File: src/rtl/cluster_mem_responder_if.sv
// Cluster request / DRAM controller bundle for cluster_mem_responder.
// master = cluster plus DRAM controller side, slave = the responder.
interface cluster_mem_responder_if;
   logic         w_req;
   logic         w_req_iscode;
   logic         w_req_we;
   logic [31:0]  w_req_addr;
   logic [2:0]   w_req_ctrl;
   logic [31:0]  w_req_wdata;
   logic         w_busy;
   logic [127:0] w_insn_data;
   logic [127:0] w_data_data;
   logic         w_is_dram_data;
   logic         w_misalign;
   logic         w_err;
   logic         w_dram_req;
   logic         w_dram_we;
   logic [31:0]  w_dram_addr;
   logic [31:0]  w_dram_wdata;
   logic [3:0]   w_dram_be;
   logic         w_dram_ack;
   logic [127:0] w_dram_rdata;

   modport master (
      output w_req, w_req_iscode, w_req_we, w_req_addr, w_req_ctrl, w_req_wdata,
      output w_dram_ack, w_dram_rdata,
      input  w_busy, w_insn_data, w_data_data, w_is_dram_data, w_misalign, w_err,
      input  w_dram_req, w_dram_we, w_dram_addr, w_dram_wdata, w_dram_be
   );

   modport slave (
      input  w_req, w_req_iscode, w_req_we, w_req_addr, w_req_ctrl, w_req_wdata,
      input  w_dram_ack, w_dram_rdata,
      output w_busy, w_insn_data, w_data_data, w_is_dram_data, w_misalign, w_err,
      output w_dram_req, w_dram_we, w_dram_addr, w_dram_wdata, w_dram_be
   );
endinterface

File: src/rtl/cluster_mem_responder.sv
// Shared-memory responder: one cluster request at a time, served by a line-based DRAM controller.
// Build macro RESP_TIMEOUT_EN adds a watchdog that aborts a stalled downstream access with w_err.
module cluster_mem_responder #(
   parameter logic [3:0] MEM_BASE_TADDR = 4'h8,
   parameter int         TIMEOUT_CYCLES = 1024
) (
   input  logic                     CLK,
   input  logic                     RST_X,
   cluster_mem_responder_if.slave   bus
);
   typedef enum logic [1:0] {
      IDLE    = 2'd0,
      RD_WAIT = 2'd1,
      WR_WAIT = 2'd2,
      DONE    = 2'd3
   } state_t;

   state_t         state_r;
   logic           iscode_r;
   logic           busy_r;
   logic [127:0]   insn_data_r;
   logic [127:0]   data_data_r;
   logic           is_dram_r;
   logic           misalign_r;
   logic           err_r;
   logic           dram_req_r;
   logic           dram_we_r;
   logic [31:0]    dram_addr_r;
   logic [31:0]    dram_wdata_r;
   logic [3:0]     dram_be_r;

   logic           st_ok_s;
   logic [3:0]     st_be_s;
   logic [31:0]    st_data_s;
   logic           timeout_s;
   logic           unused_s;

   // Store size decode: alignment legality, lane enables and lane-replicated data.
   always_comb begin
      st_ok_s   = 1'b0;
      st_be_s   = 4'b0000;
      st_data_s = 32'h0000_0000;
      case (bus.w_req_ctrl[1:0])
         2'b00: begin
            st_ok_s   = 1'b1;
            st_be_s   = 4'b0001 << bus.w_req_addr[1:0];
            st_data_s = {4{bus.w_req_wdata[7:0]}};
         end
         2'b01: begin
            st_ok_s   = ~bus.w_req_addr[0];
            st_be_s   = 4'b0011 << bus.w_req_addr[1:0];
            st_data_s = {2{bus.w_req_wdata[15:0]}};
         end
         2'b10: begin
            st_ok_s   = (bus.w_req_addr[1:0] == 2'b00);
            st_be_s   = 4'b1111;
            st_data_s = bus.w_req_wdata;
         end
         default: begin
            st_ok_s   = 1'b0;
            st_be_s   = 4'b0000;
            st_data_s = 32'h0000_0000;
         end
      endcase
   end

`ifdef RESP_TIMEOUT_EN
   localparam int CNT_W = $clog2(TIMEOUT_CYCLES + 1);
   logic [CNT_W-1:0] cnt_r;

   assign timeout_s = (cnt_r == CNT_W'(TIMEOUT_CYCLES - 1));

   // Watchdog: counts wait cycles without an ack, cleared whenever the FSM is not waiting.
   always_ff @(posedge CLK) begin
      if (!RST_X) begin
         cnt_r <= '0;
      end else if ((state_r == RD_WAIT || state_r == WR_WAIT) && !bus.w_dram_ack && !timeout_s) begin
         cnt_r <= cnt_r + CNT_W'(1);
      end else begin
         cnt_r <= '0;
      end
   end
`else
   assign timeout_s = 1'b0;
`endif

   // Read width is irrelevant: the whole line goes back and the core extracts it.
   assign unused_s = bus.w_req_ctrl[2] ^ (TIMEOUT_CYCLES > 0);

   // Request FSM with all cluster and downstream outputs registered.
   always_ff @(posedge CLK) begin
      if (!RST_X) begin
         state_r      <= IDLE;
         iscode_r     <= 1'b0;
         busy_r       <= 1'b0;
         insn_data_r  <= 128'h0;
         data_data_r  <= 128'h0;
         is_dram_r    <= 1'b0;
         misalign_r   <= 1'b0;
         err_r        <= 1'b0;
         dram_req_r   <= 1'b0;
         dram_we_r    <= 1'b0;
         dram_addr_r  <= 32'h0;
         dram_wdata_r <= 32'h0;
         dram_be_r    <= 4'b0000;
      end else begin
         misalign_r <= 1'b0;
         err_r      <= 1'b0;
         case (state_r)
            IDLE: begin
               busy_r <= bus.w_req;
               if (bus.w_req) begin
                  iscode_r <= bus.w_req_iscode;
                  if (bus.w_req_addr[31:28] != MEM_BASE_TADDR) begin
                     is_dram_r <= 1'b0;
                     state_r   <= DONE;
                  end else if (bus.w_req_iscode || !bus.w_req_we) begin
                     dram_req_r  <= 1'b1;
                     dram_we_r   <= 1'b0;
                     dram_addr_r <= {bus.w_req_addr[31:4], 4'h0};
                     state_r     <= RD_WAIT;
                  end else if (st_ok_s) begin
                     dram_req_r   <= 1'b1;
                     dram_we_r    <= 1'b1;
                     dram_addr_r  <= {bus.w_req_addr[31:2], 2'b00};
                     dram_wdata_r <= st_data_s;
                     dram_be_r    <= st_be_s;
                     state_r      <= WR_WAIT;
                  end else begin
                     misalign_r <= 1'b1;
                     state_r    <= DONE;
                  end
               end
            end
            RD_WAIT: begin
               busy_r <= 1'b1;
               if (bus.w_dram_ack) begin
                  dram_req_r <= 1'b0;
                  if (iscode_r) insn_data_r <= bus.w_dram_rdata;
                  else          data_data_r <= bus.w_dram_rdata;
                  is_dram_r  <= 1'b1;
                  state_r    <= DONE;
               end else if (timeout_s) begin
                  dram_req_r <= 1'b0;
                  err_r      <= 1'b1;
                  if (iscode_r) insn_data_r <= {128{1'b1}};
                  else          data_data_r <= {128{1'b1}};
                  state_r    <= DONE;
               end
            end
            WR_WAIT: begin
               busy_r <= 1'b1;
               if (bus.w_dram_ack) begin
                  dram_req_r <= 1'b0;
                  state_r    <= DONE;
               end else if (timeout_s) begin
                  dram_req_r <= 1'b0;
                  err_r      <= 1'b1;
                  state_r    <= DONE;
               end
            end
            DONE: begin
               busy_r  <= 1'b1;
               state_r <= IDLE;
            end
            default: begin
               busy_r  <= 1'b0;
               state_r <= IDLE;
            end
         endcase
      end
   end

   assign bus.w_busy         = busy_r;
   assign bus.w_insn_data    = insn_data_r;
   assign bus.w_data_data    = data_data_r;
   assign bus.w_is_dram_data = is_dram_r;
   assign bus.w_misalign     = misalign_r;
   assign bus.w_err          = err_r;
   assign bus.w_dram_req     = dram_req_r;
   assign bus.w_dram_we      = dram_we_r;
   assign bus.w_dram_addr    = dram_addr_r;
   assign bus.w_dram_wdata   = dram_wdata_r;
   assign bus.w_dram_be      = dram_be_r;
endmodule

File: src/flat_wrapper.sv
// flat-port wrapper written by rule: the top's interface ports become plain ports
module cluster_mem_responder_flat 
#(
   parameter logic [3:0] MEM_BASE_TADDR = 4'h8,
   parameter int         TIMEOUT_CYCLES = 1024
)
  (CLK, RST_X, bus_w_req, bus_w_req_iscode, bus_w_req_we, bus_w_req_addr, bus_w_req_ctrl, bus_w_req_wdata, bus_w_dram_ack, bus_w_dram_rdata, bus_w_busy, bus_w_insn_data, bus_w_data_data, bus_w_is_dram_data, bus_w_misalign, bus_w_err, bus_w_dram_req, bus_w_dram_we, bus_w_dram_addr, bus_w_dram_wdata, bus_w_dram_be);
  cluster_mem_responder_if bus_i ();
  input  logic CLK;
  input  logic RST_X;
  input wire logic [$bits(bus_i.w_req)-1:0] bus_w_req;
  input wire logic [$bits(bus_i.w_req_iscode)-1:0] bus_w_req_iscode;
  input wire logic [$bits(bus_i.w_req_we)-1:0] bus_w_req_we;
  input wire logic [$bits(bus_i.w_req_addr)-1:0] bus_w_req_addr;
  input wire logic [$bits(bus_i.w_req_ctrl)-1:0] bus_w_req_ctrl;
  input wire logic [$bits(bus_i.w_req_wdata)-1:0] bus_w_req_wdata;
  input wire logic [$bits(bus_i.w_dram_ack)-1:0] bus_w_dram_ack;
  input wire logic [$bits(bus_i.w_dram_rdata)-1:0] bus_w_dram_rdata;
  output wire logic [$bits(bus_i.w_busy)-1:0] bus_w_busy;
  output wire logic [$bits(bus_i.w_insn_data)-1:0] bus_w_insn_data;
  output wire logic [$bits(bus_i.w_data_data)-1:0] bus_w_data_data;
  output wire logic [$bits(bus_i.w_is_dram_data)-1:0] bus_w_is_dram_data;
  output wire logic [$bits(bus_i.w_misalign)-1:0] bus_w_misalign;
  output wire logic [$bits(bus_i.w_err)-1:0] bus_w_err;
  output wire logic [$bits(bus_i.w_dram_req)-1:0] bus_w_dram_req;
  output wire logic [$bits(bus_i.w_dram_we)-1:0] bus_w_dram_we;
  output wire logic [$bits(bus_i.w_dram_addr)-1:0] bus_w_dram_addr;
  output wire logic [$bits(bus_i.w_dram_wdata)-1:0] bus_w_dram_wdata;
  output wire logic [$bits(bus_i.w_dram_be)-1:0] bus_w_dram_be;
  assign bus_i.w_req = bus_w_req;
  assign bus_i.w_req_iscode = bus_w_req_iscode;
  assign bus_i.w_req_we = bus_w_req_we;
  assign bus_i.w_req_addr = bus_w_req_addr;
  assign bus_i.w_req_ctrl = bus_w_req_ctrl;
  assign bus_i.w_req_wdata = bus_w_req_wdata;
  assign bus_i.w_dram_ack = bus_w_dram_ack;
  assign bus_i.w_dram_rdata = bus_w_dram_rdata;
  assign bus_w_busy = bus_i.w_busy;
  assign bus_w_insn_data = bus_i.w_insn_data;
  assign bus_w_data_data = bus_i.w_data_data;
  assign bus_w_is_dram_data = bus_i.w_is_dram_data;
  assign bus_w_misalign = bus_i.w_misalign;
  assign bus_w_err = bus_i.w_err;
  assign bus_w_dram_req = bus_i.w_dram_req;
  assign bus_w_dram_we = bus_i.w_dram_we;
  assign bus_w_dram_addr = bus_i.w_dram_addr;
  assign bus_w_dram_wdata = bus_i.w_dram_wdata;
  assign bus_w_dram_be = bus_i.w_dram_be;
  cluster_mem_responder #(.MEM_BASE_TADDR(MEM_BASE_TADDR), .TIMEOUT_CYCLES(TIMEOUT_CYCLES)) u_core (.CLK(CLK), .RST_X(RST_X), .bus(bus_i));
endmodule
File: config.mk
export PLATFORM = sky130hd
export DESIGN_NAME = cluster_mem_responder_flat
export DESIGN_NICKNAME = d
export VERILOG_FILES = /design/src/rtl/cluster_mem_responder_if.sv /design/src/rtl/cluster_mem_responder.sv /design/src/flat_wrapper.sv
export SDC_FILE = /design/constraint.sdc
export NUM_CORES = 1
export LEC_CHECK = 0
export ABC_AREA = 1
export BUFFER_PORTS_ARGS = -buffer_cell sky130_fd_sc_hd__buf_2
export CAP_MARGIN = 15
export CORE_AREA = 10 10 199 201
export DETAILED_ROUTE_END_ITERATION = 7
export DIE_AREA = 0 0 209 211
export PLACE_DENSITY = 0.65
export SLEW_MARGIN = 25
export SYNTH_ARGS = -nofsm -noshare
export SYNTH_HDL_FRONTEND = slang
export SYNTH_SLANG_ARGS = --single-unit
File: constraint.sdc
create_clock -name CLK -period 2.3 [get_ports CLK]
set_clock_uncertainty 0.2 [all_clocks]
set_input_delay 0.345 -clock CLK [delete_from_list [all_inputs] [get_ports CLK]]
set_output_delay 0.345 -clock CLK [all_outputs]
set_load 0.005 [all_outputs]
==> key figures, run 1 <==
Status
  – Status: finished clean

Synth
  – Async SR Flop Fraction: 0%
  – Post-synth EDFFs: 0
  – Most used flip-flop cell after synthesis: dfxtp_1
  – Syn Area/Cell: ~7.3 µm²
  – Cell count after synthesis: between 1.5k and 2k
  – Post-synth top area cell: dfxtp_1
  – Top post-synthesis cells by area: dfxtp_1 (52%), nor2_1 (11%), nand2_1 (9.2%)
  – Synthesis Warnings: 0
  – Post-synthesis sequential area ratio: ~52%
  – Register bit total from synthesis: 330
  – Top-area cell type share of the netlist area: 52.4%
  – Post-synth cell types: 31
  – Mapped Area: between 10000 and 15000 µm²

Drt
  – DR DRC count: 0
  – Routed len/inst: 18.8 µm
  – Vias/cell: about 4.9
  – DR iter-0 viols: 1171
  – Routed Antenna Nets: 0
  – WL final: around 54 mm
  – Vias post-DR: approximately 14k
  – Drt pass-1 iters: 7

Worst setup path
  – Worst r2r src: u_core.state_r[1]$_SDFFE_PN0P_
  – Max FO, Critical Path: 128
  – CP arrival: 2.39 ns
  – CP startpoint kind: flop
  – Worst EP required: approximately 2.6 ns
  – Worst setup EP type: flop
  – Critical Path Source: u_core.state_r[1]$_SDFFE_PN0P_
  – Worst R2R Path Depth: 7
  – Setup CP Type: reg2reg

Worst hold path
  – Hold path startpoint: bus_w_req_wdata[5]
  – Hold Path Cell Cnt: 5
  – Hold/Removal Path Class: in2reg

CTS
  – Worst-path clk slew: approximately 0.060 ns
  – H-tree levels: 2
  – Longest Clk Path Bufs: 3
  – CTS Sinks: 330
  – Later-pin clock latency in the skew report: roughly 0.53 ns
  – Root Driver: clkbuf_16
  – Post-CTS setup buffer count: 0
  – Hold buffer count at CTS: about 180
  – CTS Buf Count: 38
  – CTS tree: done
  – Post-CTS sizing: 0

Floorplan
  – Initial Util: between 30% and 40%
  – Vert. Die Dim: 211 µm
  – DIE WIDTH: between 200 and 250 µm
  – Row count: between 60 and 70
  – Io pins: about 530
  – Die area: approximately 44000 µm²
  – Core Footprint: about 35000 µm²

GRT
  – GRT Overall Usage: between 20 and 25%
  – Largest net degree at the start of global routing: between 100 and 150
  – Initial antenna violation count: 2
  – First-pass GRT wire length: 81.8 mm
  – Vias in the first global route: 13.9k
  – Gr ovfl total: 0

Cells and area
  – Design area: about 19000 µm²
  – Ratio of cells with drive above 1 in the final layout: between 20% and 30%
  – Area grow syn2layout: 48.1%
  – Final-layout fill cell count: about 3.3k
  – Total Nets Final: about 2.6k
  – Commonest non-fill, non-tap cell in the layout: buf_2
  – Most frequent cells in the layout: buf_2 (525), nor2_1 (382), dfxtp_1 (329)

Place
  – Placed Area: about 16000 µm²
  – Port bufs: between 500 and 600
  – Hpwl dp: roughly 36 mm
  – Pre-CTS setup slack: 0.261 ns
  – GPL Wtd Cong: about 0.9

Timing
  – RSZ-0062 raised after global routing: no
  – Worst-margin pin slew: approximately 0.84 ns
  – Slew Limit Fails: 0
  – Endpoints failing setup: 0
  – Setup_tns: 0 ns
  – Hold_ws: approximately 0.037 ns
  – Fmax: 0.469 GHz
  – Count of final hold-check violations: 0
  – Final worst setup slack: roughly 0.17 ns
  – Max_slew headroom: around 44%
  – Final period utilization: 92.6%
  – Final period demand of the worst path: 2.13 ns

Power and ir drop
  – Pwr Density: 856 nW/µm²
  – Power Total: around 16 mW
  – Worst vdd ir: approximately 630 µV
  – Static Leak: 9.18 nW

Run
  – Max-Cap Viols: 0
[layer usage]
layer / wire length (µm) / share of wire [%] / GRT usage [%]
met3: 5580 / 10 / 7.76
met1: 20900 / 39 / 26.7
met2: 25600 / 48 / 38.4
met5: 0 / 0 / 0
met4: 1720 / 3.2 / 9.38
[cell type report]
class / count / area [µm²] / area share, %
clock buffers: 57 / 1120 / 6.02
multi-input cells: 1165 / 5070 / 27.2
repair buffers: 738 / 4850 / 26.0
well taps: 461 / 577 / 3.09
inverters: 97 / 374 / 2.00
flip-flops and latches: 330 / 6610 / 35.4
diodes: 2 / 5.00 / 0.0268
clock inverters: 8 / 55.1 / 0.295
[per-stage QoR]
stage,cells,util [%]
6_report,2858,52.7
5_1_grt,2858,52.7
4_1_cts,2856,52.7
3_5_place_dp,2608,44.2
3_3_place_gp,2608,44.2
2_1_floorplan,1720,-
[final timing paths]
path / end / slack [ns]
worst max register to register: u_core.bus.w_data_data[98]$_SDFFE_PN0P_ / 0.17
worst min register to register: u_core.bus.w_dram_addr[30]$_SDFFE_PN0P_ / 0.25
worst min-delay path: u_core.bus.w_dram_wdata[5]$_SDFFE_PN0P_ / 0.04
worst max-delay path: u_core.bus.w_data_data[98]$_SDFFE_PN0P_ / 0.17
[flip-flops by register name, indices dropped and copies added (netlist names), 2 cells and up]
signal,count
u_core.bus.w_insn_data,128
u_core.bus.w_dram_be,4
u_core.state_r,2
u_core.bus.w_dram_addr,30
u_core.bus.w_dram_wdata,32
u_core.bus.w_data_data,128
[power by group]
part	leakage [nW]	switching (mW)	internal, mW
Clock	0.579	2.38	3.37
Combinational	5.93	2.26	1.33
Sequential	2.67	0.309	6.33
Total	9.18	4.94	11.0
[kinds of logic after synthesis]
| kind of cell | share of synthesized area (%) |
|---|---|
| and+or+nand+nor | 27.8 |
| buffers and inverters | 7.52 |
| DFF | 52.4 |
| adders and majority gates | 0.397 |
| AOI/OAI and AO/OA | 11.8 |
| other | 0.0298 |
[synth_stat cells, types with 6 or more instances]
cell type	count
a21oi_1	143
clkbuf_1	69
buf_1	13
o21ai_0	144
nor2_1	383
nand2_1	308
nand3_1	155
inv_1	94
dfxtp_1	330
buf_2	36
buf_6	6
[worst max-delay path: stages, from the launching register on]
cell	delay, ns
dfxtp_1	0.32
inv_1	0.09
ha_1	0.16
nand2_1	0.14
nor2_4	0.18
buf_12	0.34
o21ai_0	0.24
nor2_1	0.19
Note: power is estimated with default switching activity, not from simulation.
==> inputs of run 2 (changes only) <==
--- a/config.mk
+++ b/config.mk
@@ -11,6 +11,7 @@
 export CORE_AREA = 10 10 199 201
 export DETAILED_ROUTE_END_ITERATION = 7
 export DIE_AREA = 0 0 209 211
+export MAX_ROUTING_LAYER = met4
 export PLACE_DENSITY = 0.65
 export SLEW_MARGIN = 25
 export SYNTH_ARGS = -nofsm -noshare
==> run 2 against run 1 <==
Fmax is 2.6% lower. Total power is 1.0% higher. Combinational power hardly changed. Largest power group unchanged. Via count is 0.56% lower. Critical path depth is 1 lower. Global-route usage is 0.43 points higher. Critical path type is now in2reg. Sequential cell count stayed put. First-iteration DRC count is 3.4% lower.
==> key figures, run 2 (synthesized netlist as in run 1, its figures left out) <==
Status
  – Status: finished clean

Power and ir drop
  – Pwr Density: 862 nW/µm² (+0.75%)
  – Worst vdd ir: 583 µV (-7.3%)
  – Power Total: 16.1 mW (+1.0%)
  – Clk pwr share: 36.7% (+0.7 points)
  – Logic pwr share: 22.2% (-0.3 points)
  – Static Leak: 9.22 nW (+0.46%)
  – Sw power: 4.98 mW (+0.72%)
  – Internal: 11.2 mW (+1.1%)
  – Switching part of the total: 30.9% (-0.089 points)
  – Sequential power share: 41.1% (-0.5 points)

Drt
  – Drt pass-1 iters: 7 (unchanged)
  – Routed Antenna Nets: 0 (unchanged)
  – DR DRC count: 0 (unchanged)
  – WL final: 53.4 mm (-0.74%)
  – Vias post-DR: 14.0k (-0.56%)
  – Vias/cell: 4.89 (-0.60%)
  – DR iter-0 viols: 1131 (-3.4%)
  – Routed len/inst: 18.7 µm (-0.78%)

CTS
  – Later-pin clock latency in the skew report: 0.54 ns (about the same)
  – H-tree levels: 2 (unchanged)
  – Longest Clk Path Bufs: 3 (unchanged)
  – CTS tree: done
  – Worst-path clk slew: 0.06 ns (about the same)
  – CTS Buf Count: 37 (-2.6%)
  – Post-CTS setup buffer count: 0 (unchanged)
  – Root Driver: clkbuf_16
  – CTS Sinks: 330 (unchanged)

Timing
  – Max_slew headroom: 47.3% (+3.1 points)
  – Slew Limit Fails: 0 (unchanged)
  – RSZ-0062 raised after global routing: no
  – Fmax: 0.457 GHz (-2.6%)
  – Setup_tns: 0 ns (unchanged)
  – Final period demand of the worst path: 2.19 ns (+0.0559 ns)
  – Endpoints failing setup: 0 (unchanged)
  – Count of final hold-check violations: 0 (unchanged)
  – Final period utilization: 95.1% (+2.4 points)
  – Worst-margin pin slew: 0.791 ns (-0.0458 ns)

Floorplan
  – Core Footprint: 35400 µm² (unchanged)
  – Vert. Die Dim: 211 µm (unchanged)
  – DIE WIDTH: 209 µm (unchanged)
  – Die area: 44100 µm² (unchanged)
  – Initial Util: 35.6% (unchanged)
  – Io pins: 531 (unchanged)
  – Row count: 69 (unchanged)

Cells and area
  – Commonest non-fill, non-tap cell in the layout: buf_2
  – Most frequent cells in the layout: buf_2 (525), nor2_1 (382), dfxtp_1 (329)
  – Final core utilization: 52.9% (+0.13 points)
  – Area grow syn2layout: 48.5%
  – Total Nets Final: 2575 (unchanged)
  – Ratio of cells with drive above 1 in the final layout: 26.7% (+0.28 points)

GRT
  – Initial antenna violation count: 2 (unchanged)
  – Largest net degree at the start of global routing: 129 (-2.3%)
  – Gr ovfl total: 0 (unchanged)
  – GRT Overall Usage: 23.5% (+0.43 points)
  – Vias in the first global route: 13.9k (-0.42%)
  – First-pass GRT wire length: 80.8 mm (-1.2%)

Worst setup path
  – Worst EP required: 2.58 ns (+0.02 ns)
  – Setup CP Type: in2reg
  – CP startpoint kind: input port
  – Worst r2r src: u_core.state_r[1]$_SDFFE_PN0P_
  – CP arrival: 2.47 ns (+0.08 ns)
  – Critical Path Source: bus_w_req_ctrl[0]
  – Worst setup EP type: flop
  – Max FO, Critical Path: 6 (-95%)

Place
  – Hpwl dp: 36.1 mm (-0.68%)
  – Port bufs: 526 (unchanged)
  – GPL Wtd Cong: 0.890 (-1.8%)

Worst hold path
  – Hold path startpoint: bus_w_req_wdata[5]
  – Hold/Removal Path Class: in2reg

Run
  – Max-Cap Viols: 0 (unchanged)
==> run 2: cell types whose count changed in the layout (fill, tap and decap cells not counted), sizes merged <==
cell | before | now
inv | 98 | 99
dlygate4sd3 | 183 | 184
clkinv | 6 | 8
clkbuf | 57 | 53
bufinv | 0 | 1
==> run 2: power by group through the flow <==
stage                     Clock [mW]  Sequential (mW)  Combinational [mW]
after detailed placement           0             6.72                3.31
final                           5.92             6.63                3.59
after floorplan                    0             6.77                1.61
after global placement             0             6.70                3.28
after CTS                       6.04             6.62                3.58
after global routing            6.28             6.70                3.94
==> run 2: through the flow <==
step	worst slack (ns)	hold slack (ns)	cell area (µm²)	std cells
after floorplan	0.601	0.234	12600	1720
after CTS	0.00835	0.000512	18700	2857
after global placement	0.306	0.224	15600	2608
after detailed placement	0.254	0.225	15600	2608
final	0.114	0.0381	18700	2859
after global routing	0.0279	0.0570	18700	2859
==> run 2: routing by layer <==
layer | up-vias | track usage, % | part of all wire (%)
li1 | 6755 | - | -
met1 | 6440 | 26.8 | 40
met2 | 673 | 37.5 | 47
met3 | 109 | 7.75 | 9.7
met4 | 0 | 9.18 | 3.5
met5 | - | - | 0
==> run 2: worst paths after layout <==
kind	to	slack, ns	cells after the start
setup / recovery	u_core.bus.w_misalign$_SDFF_PP0_	0.11	6
hold / removal	u_core.bus.w_dram_wdata[5]$_SDFFE_PN0P_	0.04	5
setup reg to reg	u_core.bus.w_misalign$_SDFF_PP0_	0.14	8
hold reg to reg	u_core.bus.w_dram_addr[29]$_SDFFE_PN0P_	0.24	2
==> run 2: final cells by class <==
cell class | count | area (µm²)
flip-flops and latches | 330 | 6610
well taps | 461 | 577
clock inverters | 12 | 95.1
fillers | 3268 | 16700
diodes | 2 | 5.00
inverters | 97 | 374
clock buffers | 53 | 1120
multi-input cells | 1165 | 5070
repair buffers | 739 | 4860
==> run 2: critical path, stage by stage <==
cell and delay, ns:
dlygate4sd3_1 0.55, buf_2 0.20, o21ai_2 0.10, dlygate4sd3_1 0.58
a21oi_1 0.14, dlygate4sd3_1 0.56
==> run 2: what timing repair did <==
item                       4_1_cts  5_1_grt
hold endpoints to repair       307        0
setup endpoints to repair        0        1
resized for setup                0        2
hold buffers                   184        0
==> inputs of run 3 (changes only) <==
--- a/config.mk
+++ b/config.mk
@@ -9,10 +9,11 @@
 export BUFFER_PORTS_ARGS = -buffer_cell sky130_fd_sc_hd__buf_2
 export CAP_MARGIN = 15
 export CORE_AREA = 10 10 199 201
+export CTS_BUF_LIST = sky130_fd_sc_hd__clkbuf_16
 export DETAILED_ROUTE_END_ITERATION = 7
 export DIE_AREA = 0 0 209 211
 export MAX_ROUTING_LAYER = met4
-export PLACE_DENSITY = 0.65
+export PLACE_DENSITY = 0.73
 export SLEW_MARGIN = 25
 export SYNTH_ARGS = -nofsm -noshare
 export SYNTH_HDL_FRONTEND = slang
==> run 3 against run 2 <==
Critical endpoint is now u_core.bus.w_dram_addr[27]$_SDFFE_PN0P_. Via count up 2.8%. Highest routed layer unchanged. Total power fell by 1.9%. Fmax grew 3.1%. Critical path type is now reg2reg. Non-clock buffer count down 10. Register-to-register slack improved by 0.04 ns. First-iteration DRC count grew 13%.
==> key figures, run 3 (synthesized netlist as in run 1, its figures left out) <==
Worst setup path
  – Setup CP Type: reg2reg
  – CP max stage delay: 0.38 ns (-0.20 ns)
  – Worst EP required: 2.52 ns (-0.06 ns)
  – CP startpoint kind: flop
  – Crit path top cell by count: nand2_1
  – CP arrival: 2.34 ns (-0.13 ns)
  – CP max-delay cell: dfxtp_1
  – Worst setup EP type: flop
  – Max FO, Critical Path: 55 (+49)
  – Crit-path cells: inv_1 -> ha_1 -> nand2_1 -> clkinv_1 -> nand3_4 -> buf_12 -> nand2_1 -> nand2_1 -> nor2_1

GRT
  – Grt met1 use: 27.5% (+0.64 points)
  – Busiest metal layer after global routing: met2
  – First-pass GRT wire length: 83.6 mm (+3.5%)
  – Largest net degree at the start of global routing: 129 (unchanged)
  – GR Util met2: 38.6% (+1.1 points)
  – Vias in the first global route: 14.4k (+3.7%)
  – Initial antenna violation count: 8 (+6)
  – Gr ovfl total: 0 (unchanged)
  – Met3 usage: 7.87% (+0.12 points)
  – GRT Overall Usage: 24.1% (+0.60 points)

Place
  – Placed cells: 2601 (-0.27%)
  – Hpwl dp: 35.1 mm (-2.9%)
  – GPL Wtd Cong: 0.903 (+1.4%)
  – Pre-CTS setup slack: 0.174 ns (-0.0797 ns)
  – Port bufs: 526 (unchanged)

Timing
  – Slew Limit Fails: 0 (unchanged)
  – RSZ-0062 raised after global routing: no
  – Fmax: 0.471 GHz (+3.1%)
  – Max_slew headroom: 51.1% (+3.8 points)
  – Endpoints failing setup: 0 (unchanged)
  – Setup_tns: 0 ns (unchanged)
  – Worst-margin pin slew: 0.734 ns (-0.0570 ns)
  – Count of final hold-check violations: 0 (unchanged)
  – Final period demand of the worst path: 2.12 ns (-0.0647 ns)
  – Final worst setup slack: 0.179 ns (+0.0647 ns)
  – Final period utilization: 92.2% (-2.8 points)

Power and ir drop
  – Pwr Density: 853 nW/µm² (-1.0%)
  – Static Leak: 9.13 nW (-1.0%)
  – Worst vdd ir: 709 µV (+22%)

Floorplan
  – Io pins: 531 (unchanged)
  – Die area: 44100 µm² (unchanged)
  – Vert. Die Dim: 211 µm (unchanged)
  – Core Footprint: 35400 µm² (unchanged)
  – DIE WIDTH: 209 µm (unchanged)
  – Row count: 69 (unchanged)
  – Initial Util: 35.6% (unchanged)

CTS
  – Root Driver: clkbuf_16
  – Longest Clk Path Bufs: 3 (unchanged)
  – CTS Sinks: 330 (unchanged)
  – H-tree levels: 2 (unchanged)
  – Post-CTS setup buffer count: 0 (unchanged)
  – Later-pin clock latency in the skew report: 0.52 ns (-0.02 ns)
  – CTS Buf Count: 37 (unchanged)
  – Worst-path clk slew: 0.05 ns (about the same)
  – CTS tree: done

Drt
  – WL final: 54.8 mm (+2.5%)
  – DR iter-0 viols: 1279 (+13%)
  – DR DRC count: 0 (unchanged)
  – Drt pass-1 iters: 8 (+1)
  – Vias post-DR: 14.4k (+2.8%)
  – Vias/cell: 5.03 (+3.0%)
  – Routed Antenna Nets: 0 (unchanged)
  – Routed len/inst: 19.2 µm (+2.7%)

Cells and area
  – Area grow syn2layout: 47.2%
  – Most frequent cells in the layout: buf_2 (525), nor2_1 (382), dfxtp_1 (329)
  – Ratio of cells with drive above 1 in the final layout: 25.9% (-0.77 points)
  – Commonest non-fill, non-tap cell in the layout: buf_2
  – Total Nets Final: 2565 (-0.39%)
  – Fin cells: 2855 (-0.14%)

Run
  – Max-Cap Viols: 0 (unchanged)

Worst hold path
  – Hold/Removal Path Class: in2reg

Status
  – Status: finished clean
[run 3: cell count changes in the layout (fill, tap and decap cells not counted), moves of 3 or more]
| cell | previous run | this run |
|---|---|---|
| clkbuf_1 | 5 | 0 |
| dlygate4sd3_1 | 184 | 181 |
| clkinv_2 | 8 | 2 |
| inv_1 | 92 | 101 |
| clkbuf_8 | 9 | 0 |
| diode_2 | 2 | 8 |
| clkinv_1 | 0 | 9 |
| buf_4 | 17 | 11 |
[run 3: layer usage]
metal | vias up | part of all wire [%]
li1 | 6744 | -
met1 | 6600 | 38
met2 | 882 | 47
met3 | 145 | 11
met4 | 0 | 3.6
met5 | - | 0
[run 3: path summary, 6_finish.rpt]
check | slack, ns | to | cells after the start | startpoint
worst min-delay path | 0.03 | u_core.bus.w_misalign$_SDFF_PP0_ | 3 | bus_w_req_addr[0]
worst max register to register | 0.18 | u_core.bus.w_dram_addr[27]$_SDFFE_PN0P_ | 9 | u_core.state_r[0]$_SDFFE_PN0P_
worst min register to register | 0.23 | u_core.bus.w_dram_addr[29]$_SDFFE_PN0P_ | 2 | u_core.bus.w_dram_addr[29]$_SDFFE_PN0P_
worst max-delay path | 0.18 | u_core.bus.w_dram_addr[27]$_SDFFE_PN0P_ | 9 | u_core.state_r[0]$_SDFFE_PN0P_
[run 3: final cells by class]
cell class                      count  area (µm²)
Timing Repair Buffer              729        4760
Sequential cell                   330        6610
Inverter                           97         372
Clock buffer                       37         926
Multi-Input combinational cell   1165        5080
Antenna cell                        8        20.0
Tap cell                          461         577
Fill cell                        3153       16800
Clock inverter                     28         208
[run 3: timing repair]
action                                 in CTS  in global routing
endpoints found under the hold margin     308                  0
setup endpoints to repair                   0                 13
gates resized for setup                     0                  1
hold buffers                              181                  0
[run 3: per-stage QoR]
step	power, mW	hold slack (ns)	utilization [%]	cell area, µm²
2_1_floorplan	8.38	0.234	-	12600
3_3_place_gp	9.93	0.224	44.0	15600
3_5_place_dp	10.0	0.226	44.0	15600
4_1_cts	15.9	0.000896	52.3	18500
5_1_grt	16.5	0.0441	52.4	18600
6_report	15.8	0.0286	52.4	18600
[run 3: critical path: cells and delay by family (launching register included)]
family                     cells  cell delay [ns]
and+or+nand+nor                5             0.53
buffers and inverters          3             0.63
DFF                            1             0.38
adders and majority gates      1             0.26
[run 3: power by group]
part           total (mW)  switching [mW]  leakage (nW)  internal (mW)
Combinational        3.60            2.30          5.88           1.30
Clock                5.58            2.42         0.580           3.17
Sequential           6.65           0.325          2.67           6.33
Total                15.8            5.04          9.13           10.8
